**config.mk**
```make
export PLATFORM = sky130hd
export DESIGN_NAME = transform_line_sched
export DESIGN_NICKNAME = d
export VERILOG_FILES = /design/src/rtl/transform_pkg.sv /design/src/rtl/transform_row_map.sv /design/src/rtl/transform_line_sched.sv
export SDC_FILE = /design/constraint.sdc
export NUM_CORES = 1
export LEC_CHECK = 0
export BUFFER_PORTS_ARGS = -buffer_cell sky130_fd_sc_hd__buf_2
export CORE_MARGIN = 3
export CORE_UTILIZATION = 53
export DETAILED_ROUTE_END_ITERATION = 10
export PLACE_DENSITY_LB_ADDON = 0.2
export SKIP_CTS_REPAIR_TIMING = 1
export SLEW_MARGIN = 0
export SYNTH_ARGS = -nofsm -noshare
export SYNTH_HDL_FRONTEND = slang
export SYNTH_SLANG_ARGS = --single-unit
```
**constraint.sdc**
```tcl
create_clock -name I_clk -period 17.5 [get_ports I_clk]
set_input_delay 1.75 -clock I_clk [delete_from_list [all_inputs] [get_ports I_clk]]
set_output_delay 1.75 -clock I_clk [all_outputs]
set_load 0.02 [all_outputs]
```
**src/rtl/transform_pkg.sv**
```systemverilog
// Shared types and default widths for the transform line scheduler.
package transform_pkg;

  localparam int unsigned DefWWidth  = 10;
  localparam int unsigned DefKWidth  = 4;
  localparam int unsigned DefSWidth  = 2;
  localparam int unsigned DefPWidth  = 2;
  localparam int unsigned StallWidth = 16;

  typedef enum logic [2:0] {
    StIdle,
    StIssue,
    StWaitAck,
    StRowEnd,
    StDone
  } sched_state_e;

endpackage

```
**src/rtl/transform_row_map.sv**
```systemverilog
// Maps (output row, kernel tap) to an input row and flags taps that fall in the padding.
module transform_row_map
  import transform_pkg::*;
#(
  parameter int unsigned C_W_WIDTH = DefWWidth,
  parameter int unsigned C_KWIDTH  = DefKWidth,
  parameter int unsigned C_SWIDTH  = DefSWidth,
  parameter int unsigned C_PWIDTH  = DefPWidth
) (
  input  logic [C_W_WIDTH-1:0] oh,
  input  logic [C_KWIDTH-1:0]  kh,
  input  logic [C_SWIDTH-1:0]  stride,
  input  logic [C_PWIDTH-1:0]  pad,
  input  logic [C_W_WIDTH-1:0] iheight,
  output logic                 in_range,
  output logic [C_W_WIDTH-1:0] idx
);

  localparam int unsigned HW = C_W_WIDTH + 2;

  logic [HW-1:0] stride_eff;
  logic [HW-1:0] hidx;

  // Two's-complement row index; the top bit is the sign of oh*stride + kh - pad.
  always_comb begin
    stride_eff = (stride == '0) ? HW'(1) : HW'(stride);
    hidx       = HW'(oh) * stride_eff + HW'(kh) - HW'(pad);
  end

  assign in_range = ~hidx[HW-1] && (hidx < HW'(iheight));
  assign idx      = hidx[C_W_WIDTH-1:0];

endmodule

```
**src/rtl/transform_line_sched.sv**
```systemverilog
// Vertical line-fetch scheduler for a windowed transform: one beat per (row, tap).
// Optional stall counter enabled by defining TRANSFORM_LINE_SCHED_STATS_EN.
module transform_line_sched
  import transform_pkg::*;
#(
  parameter int unsigned C_W_WIDTH = DefWWidth,
  parameter int unsigned C_KWIDTH  = DefKWidth,
  parameter int unsigned C_SWIDTH  = DefSWidth,
  parameter int unsigned C_PWIDTH  = DefPWidth
) (
  input  logic                  I_clk,
  input  logic                  I_rst,
  input  logic                  I_ap_start,
  input  logic [C_W_WIDTH-1:0]  I_iheight,
  input  logic [C_W_WIDTH-1:0]  I_oheight,
  input  logic [C_KWIDTH-1:0]   I_kernel_h,
  input  logic [C_SWIDTH-1:0]   I_stride_h,
  input  logic [C_PWIDTH-1:0]   I_pad_h,
  output logic                  O_line_req,
  input  logic                  I_line_ack,
  output logic [C_W_WIDTH-1:0]  O_line_idx,
  output logic                  O_pad_line,
  output logic [C_KWIDTH-1:0]   O_kh,
  output logic                  O_row_done,
  output logic                  O_busy,
  output logic                  O_ap_done,
  output logic [StallWidth-1:0] O_stall_cycles
);

  sched_state_e st_q;
  logic start_q, start_rise, zero_job, last_tap, last_row, launch;

  logic [C_W_WIDTH-1:0] ih_q, ohgt_q, oh_q;
  logic [C_KWIDTH-1:0]  kern_q, kh_q;
  logic [C_SWIDTH-1:0]  stride_q;
  logic [C_PWIDTH-1:0]  padc_q;

  logic [C_W_WIDTH-1:0] map_oh, map_ih, map_idx;
  logic [C_KWIDTH-1:0]  map_kh;
  logic [C_SWIDTH-1:0]  map_stride;
  logic [C_PWIDTH-1:0]  map_pad;
  logic                 map_in_range;

  assign start_rise = I_ap_start & ~start_q;
  assign zero_job   = (I_oheight == '0) || (I_kernel_h == '0);
  assign last_tap   = (kh_q == kern_q - C_KWIDTH'(1));
  assign last_row   = (oh_q == ohgt_q);

  // The row map looks one beat ahead so each beat is registered as its state is entered.
  always_comb begin
    map_oh     = oh_q;
    map_kh     = kh_q + C_KWIDTH'(1);
    map_ih     = ih_q;
    map_stride = stride_q;
    map_pad    = padc_q;
    case (st_q)
      StIdle: begin
        map_oh     = '0;
        map_kh     = '0;
        map_ih     = I_iheight;
        map_stride = I_stride_h;
        map_pad    = I_pad_h;
      end
      StRowEnd: map_kh = '0;
      default: ;
    endcase
  end

  always_comb begin
    case (st_q)
      StIdle:    launch = start_rise & ~zero_job;
      StIssue:   launch = ~last_tap;
      StWaitAck: launch = I_line_ack & ~last_tap;
      StRowEnd:  launch = ~last_row;
      default:   launch = 1'b0;
    endcase
  end

  transform_row_map #(
    .C_W_WIDTH (C_W_WIDTH),
    .C_KWIDTH  (C_KWIDTH),
    .C_SWIDTH  (C_SWIDTH),
    .C_PWIDTH  (C_PWIDTH)
  ) u_row_map (
    .oh       (map_oh),
    .kh       (map_kh),
    .stride   (map_stride),
    .pad      (map_pad),
    .iheight  (map_ih),
    .in_range (map_in_range),
    .idx      (map_idx)
  );

  always_ff @(posedge I_clk or posedge I_rst) begin
    if (I_rst) begin
      st_q       <= StIdle;
      start_q    <= 1'b1;  // a level already high at release is not an edge
      ih_q       <= '0;
      ohgt_q     <= '0;
      kern_q     <= '0;
      stride_q   <= '0;
      padc_q     <= '0;
      oh_q       <= '0;
      kh_q       <= '0;
      O_line_req <= 1'b0;
      O_line_idx <= '0;
      O_pad_line <= 1'b0;
      O_kh       <= '0;
      O_row_done <= 1'b0;
      O_busy     <= 1'b0;
      O_ap_done  <= 1'b0;
    end else begin
      start_q    <= I_ap_start;
      O_pad_line <= 1'b0;
      O_row_done <= 1'b0;
      O_ap_done  <= 1'b0;
      case (st_q)
        StIdle: begin
          if (start_rise) begin
            ih_q     <= I_iheight;
            ohgt_q   <= I_oheight;
            kern_q   <= I_kernel_h;
            stride_q <= I_stride_h;
            padc_q   <= I_pad_h;
            oh_q     <= '0;
            kh_q     <= '0;
            O_busy   <= 1'b1;
            if (zero_job) st_q <= StDone;
          end
        end
        StIssue, StWaitAck: begin
          if (st_q == StIssue || I_line_ack) begin
            O_line_req <= 1'b0;
            if (last_tap) begin
              st_q       <= StRowEnd;
              O_row_done <= 1'b1;
              kh_q       <= '0;
              oh_q       <= oh_q + C_W_WIDTH'(1);
            end
          end
        end
        StRowEnd: if (last_row) st_q <= StDone;
        StDone: begin
          O_ap_done <= 1'b1;
          O_busy    <= 1'b0;
          st_q      <= StIdle;
        end
        default: st_q <= StIdle;
      endcase
      if (launch) begin
        kh_q <= map_kh;
        O_kh <= map_kh;
        if (map_in_range) begin
          O_line_req <= 1'b1;
          O_line_idx <= map_idx;
          st_q       <= StWaitAck;
        end else begin
          O_pad_line <= 1'b1;
          st_q       <= StIssue;
        end
      end
    end
  end

`ifdef TRANSFORM_LINE_SCHED_STATS_EN
  logic [StallWidth-1:0] stall_q;

  always_ff @(posedge I_clk or posedge I_rst) begin
    if (I_rst) begin
      stall_q <= '0;
    end else if (st_q == StIdle && start_rise) begin
      stall_q <= '0;
    end else if (st_q == StWaitAck && !I_line_ack && stall_q != {StallWidth{1'b1}}) begin
      stall_q <= stall_q + StallWidth'(1);
    end
  end

  assign O_stall_cycles = stall_q;
`else
  assign O_stall_cycles = '0;
`endif

endmodule
```
* Word-level counts from Yosys, hierarchy flattened
Index checks and enable logic that the tools add are counted.
Cells by class: $add $sub $neg 5, multiply operators 1, div/mod/pow operators 0, magnitude comparators 1, equality and inequality tests 14, shift-type cells 0, mux-type cells 36, bitwise gates (word level) 8, reduce and logical (&&, ||, !) cells 18
Operators with widths (count):
- 2-to-1 mux 10 bit | 5
- 2-to-1 mux 4 bit | 5
- case mux 10 bit (2 select lines) | 1
- 2-to-1 mux 3 bit | 6
- inequality test 3 bit (second input constant) | 5
- adder 12 x 4 -> 12 bit | 1
- < comparator 12 x 10 -> 1 bit | 1
- multiplier 10 x 12 -> 12 bit | 1
- subtractor 12 x 2 -> 12 bit | 1
- 2-to-1 mux 1 bit | 11
- adder 10 x 1 -> 10 bit (second input constant) | 1
- == test 10 bit | 1
- zero test 10 bit | 1
- case mux 3 bit (3 select lines) | 1
- 2-to-1 mux 2 bit | 4
- case mux 4 bit (2 select lines) | 1
- AND reduction 4 bit | 2
- == test 3 x 2 -> 1 bit (second input constant) | 2
- inequality test 2 bit (second input constant) | 3
- AND reduction 2 bit | 3
- inverter 1 bit | 5
- AND reduction 5 bit | 1
- adder 4 x 1 -> 4 bit (second input constant) | 1
- == test 4 bit | 1
- 14 further kinds | 19
Word-level totals: flip-flop bits (word level) 65, bits in latches 0, bits in writable memories 0, ROM bits 0, output and inout bits 35, logic and storage cells 99, memories 0

* Longest topological paths before layout
word-level depth 11, mapped depth 22, mapped depth without buffers 19

* Modules after synthesis
From an unflattened synthesis, not the netlist that was laid out.
Unflattened totals: cell total of the unflattened synthesis 514, area total of the unflattened synthesis 4645.7 um^2
Modules (own cells, without submodules):
- transform_line_sched | instances 1, cells each 352, area each 3425.8 um^2, seq. area each 1627.8 um^2
- transform_row_map | instances 1, cells each 162, area each 1219.9 um^2, seq. area each 0.0 um^2

* Worst setup path after synthesis
No wires, ideal clock.
kind in2reg, from in I_pad_h[1], to reg O_line_idx[0], arrival time 5863 ps, required time 17375 ps, slack 11512 ps, stages on the path 16, path through mux2i_1 > fa_1 > fa_1 > ha_1 > fa_1 > a211oi_1 > o21bai_1 > a21oi_1 > xnor2_1 > ha_1 > a211oi_1 > a221oi_1 > a2111oi_2 > nand3b_1 > buf_6 > mux2_4
Between the ends: word-level cells in the longest chain between the ends 5, elaborated cells on any way between the ends 6, those cells by class add/sub (1); order compare (1); mux (1); bitwise (1); reduce/logical (2)
RTL lines:
- start: declaration | line transform_line_sched.sv:18 | input logic [C_PWIDTH-1:0] I_pad_h,
- 2-to-1 mux 2 bit | line transform_line_sched.sv:56 | case (st_q)
- subtractor 12 x 2 -> 12 bit | line transform_row_map.sv:27 | hidx = HW'(oh) * stride_eff + HW'(kh) - HW'(pad);
- via map_idx[7] | line transform_line_sched.sv:38 | logic [C_W_WIDTH-1:0] map_oh, map_ih, map_idx;
- < comparator 12 x 10 -> 1 bit | line transform_row_map.sv:30 | assign in_range = ~hidx[HW-1] && (hidx < HW'(iheight));
- logical AND 1 bit | line transform_row_map.sv:30
- AND reduction 2 bit (no line)
- end signal: assignment | line transform_line_sched.sv:155 | O_line_idx <= map_idx;
- end: declaration | line transform_line_sched.sv:21 | output logic [C_W_WIDTH-1:0] O_line_idx,
The timed path passes the listed nets, and every way through them passes these cells. A chain may end at the register's enable or synchronous reset.

* Final worst setup path
from reg st_q[0], to reg O_line_idx[6]
Between the ends: word-level cells in the longest chain between the ends 10, elaborated cells on any way between the ends 20, those cells by class add/sub (2); mul (1); order compare (1); eq/ne (3); mux (7); bitwise (1); reduce/logical (5)
RTL lines:
- start: declaration | line transform_line_sched.sv:30 | sched_state_e st_q;
- start signal: assignment | line transform_line_sched.sv:96 | st_q <= StIdle;
- start signal: assignment | line transform_line_sched.sv:128 | if (zero_job) st_q <= StDone;
- start signal: assignment | line transform_line_sched.sv:135 | st_q <= StRowEnd;
- zero test 3 bit | line transform_line_sched.sv:56
- 2-to-1 mux 2 bit | line transform_line_sched.sv:56
- zero test 2 bit | line transform_row_map.sv:26 | stride_eff = (stride == '0) ? HW'(1) : HW'(stride);
- 2-to-1 mux 2 bit | line transform_row_map.sv:26
- multiplier 10 x 12 -> 12 bit | line transform_row_map.sv:27
- adder 12 x 4 -> 12 bit | line transform_row_map.sv:27
- subtractor 12 x 2 -> 12 bit * | line transform_row_map.sv:27
- via map_idx[7] | line transform_line_sched.sv:38
- < comparator 12 x 10 -> 1 bit * | line transform_row_map.sv:30
- logical AND 1 bit * | line transform_row_map.sv:30
- AND reduction 2 bit (no line) *
The timed path passes the listed nets; every way through them passes the cells marked *.

==> run metrics <==
Die Area 0.00934 sq mm; share of cells above drive strength 1 0.165; kind of critical path register to register; GP Congestion 0.836; endpoints failing setup 0; Hold Path Class register to register; EDFF count, synth 0; critical path fanouts, max 17; top-area cell type share of the netlist area 0.368; Switching Fraction 0.243; Die Ht 96.7 um; largest vdd supply drop 0.0535 mV; P_leak 2.54 nW; fin crit period 6.68 ns; core area 0.00785 sq mm; Mapped Cells 476; Ys Warns 0; GR Overflow Total 0; Clock power frac 0.401; Post-Syn Area 0.00436 sq mm; Area growth, synth to finish 9.39%; Iter 0 DRT Violations 81; max-cap violations 0; antenna violations before repair 0; number of fill cells 709; Crit path required time 17.73 ns; DRT Pass-1 Iters 4; first-pass GRT wire length 15.1 mm; CTS H-tree lvls 3; clk_lat worst skew 0.34 ns; total vias in the final route 3272; Seq/Total Area, Yosys 0.374; clock skew 0.00854 ns; Post-layout nets 597; Top Ports 67; crit path capture type register; final period utilization 0.381; unrepaired setup endpoints after global routing false; CTS max path bufs 2; Remaining DRCs 0; IO buf count 50; pre-CTS WS 10.66 ns; Fmax 150 MHz; Via density 5.21; vias in the first global route 3279; final worst slack 10.82 ns; post-synth cell types 53; cell taking the most area after synthesis dfrtp_1; Comb power frac 0.041; final instance area 0.00476 sq mm; P_sw 65.4 uW; max_slew headroom 0.334; Post-DRT Antenna Nets 0; largest net degree at the start of global routing 66; FP Rows 32; Max Slew Vio Count 0; DIE WIDTH 96.7 um; final wirelength 8.71 mm; clk sinks 65; internal power 204 uW; top cells by area, synth dfrtp_1 (37%), ha_1 (11%), nand2_1 (9.7%); total track usage 0.195; Area after DPL 0.00460 sq mm; CTS tree built; Seq pwr share 0.558; initial cell density of the core 0.555; TritonCTS buffer count 9; Fin Setup TNS 0 ns; hpwl dp 6.64 mm; post-synthesis async set-or-reset flop share 1.00; Synth Flop Type dfrtp_1; Worst EP arrival 6.90 ns; Slew @ Worst Pin 0.997 ns; final hold vios 0; n_diodes 0; Yosys reg bits 65; Mean Syn Cell Area 9.15 sq um; PD cells 56.6 mW/mm^2; clock slew at reported path FFs 0.07 ns; Clock Root Buffer clkbuf_8; Worst Setup Start Kind register; wire per inst 13.9 um; outcome finished clean
## path summary, 6_finish.rpt
kind,startpoint,to,slack [ns],depth (start not counted)
worst min register to register,O_kh[0],O_kh[0],0.47,1
min in group asynchronous,I_rst,ih_q[2],1.63,3
max in group asynchronous,I_rst,ohgt_q[2],15.33,3
worst max-delay path,st_q[0],O_line_idx[6],10.82,17
worst max register to register,st_q[0],O_line_idx[6],10.82,17
worst min-delay path,O_kh[0],O_kh[0],0.47,1
## state kept, by name, summed over array words and instances (netlist names), 2 cells and up
name / count
O_kh: 4
ih_q: 10
kern_q: 4
oh_q: 10
stride_q: 2
padc_q: 2
st_q: 3
O_line_idx: 10
kh_q: 4
ohgt_q: 10
## critical path: stages (launching register included)
cell and delay, ns:
dfrtp_1 0.46, nor3_4 0.82, nor2b_1 0.36, and2_1 0.29, fa_1 0.53, fa_1 0.43
ha_1 0.25, fa_1 0.43, a211oi_1 0.30, o21bai_1 0.14, a21oi_1 0.23, xnor2_1 0.18
ha_1 0.27, a211oi_1 0.28, a221oi_1 0.14, a2111oi_2 0.44, nand3b_1 0.55, mux2_4 0.48
## cell usage after synthesis (all sizes together), types with 2 or more instances
cell type / count
dfrtp: 64
fa: 5
nand2: 113
a211oi: 5
a21oi: 14
nor3b: 2
a22o: 2
mux2i: 10
xnor2: 13
buf: 20
nand3b: 2
or2: 2
xor2: 17
o21bai: 3
nor2b: 5
a31oi: 2
and2: 7
nor3: 9
ha: 39
a2111oi: 2
nor4b: 2
inv: 28
nor4: 7
nand3: 3
nand4: 2
mux2: 13
nor2: 24
o21ai: 17
and3: 3
o21a: 2
clkbuf: 13
a21o: 11
nand2b: 4
## cell families after synthesis
family,after synthesis,share of synthesized area
xor+xnor,31,0.0655
simple gates,186,0.191
buf+inv,61,0.0710
mux,23,0.0643
compound gates,65,0.0985
fa+ha+maj,44,0.135
other cells,1,0.000861
flops,65,0.374
## routing by layer
metal / track usage / share of wire / vias up
met5: 0 / 0 / -
met1: 0.248 / 0.46 / 1526
met3: 0.0490 / 0.047 / 14
met2: 0.332 / 0.48 / 72
met4: 0.0497 / 0.014 / 0
li1: - / - / 1660
## power by group through the flow
stage,combinational [mW],clock (mW),sequential [mW]
after floorplan,0.00839,0,0.153
after global placement,0.0109,0,0.153
after detailed placement,0.0111,0,0.153
after CTS,0.0111,0.112,0.150
after global routing,0.0124,0.120,0.150
final,0.0110,0.108,0.150
## metrics by stage
stage	std cells	hold WS [ns]	util	total power [mW]
after floorplan	491	0.438	-	0.162
after global placement	612	0.452	0.586	0.164
after detailed placement	612	0.461	0.586	0.164
after CTS	628	0.477	0.607	0.273
after global routing	628	0.499	0.607	0.283
final	628	0.471	0.607	0.270
## layout make-up
| class | count | area (sq um) | share of cell area |
|---|---|---|---|
| clock buffers | 11 | 131 | 0.0276 |
| clock inverters | 5 | 32.5 | 0.00683 |
| multi-input cells | 365 | 2470 | 0.519 |
| flip-flops and latches | 65 | 1630 | 0.342 |
| repair buffers | 52 | 265 | 0.0557 |
| inverters | 28 | 105 | 0.0221 |
| well taps | 102 | 128 | 0.0268 |
## cell usage in the layout (no fill, tap or decap), drive strengths merged, types with 3 or more instances in the layout
cell type and count:
xnor2 13, clkbuf 11, nand3 3, o21ai 17, and2 7, nor2 24, a21oi 14, clkinvlp 3
nor3 9, nand2 113, fa 5, nand2b 4, conb 16, buf 52, and3 3, dfrtp 64
inv 28, mux2i 10, a211oi 5, xor2 17, a21o 11, mux2 13, ha 39, nor4 7
nor2b 5, o21bai 3
Power figures use the tool's default switching activity.
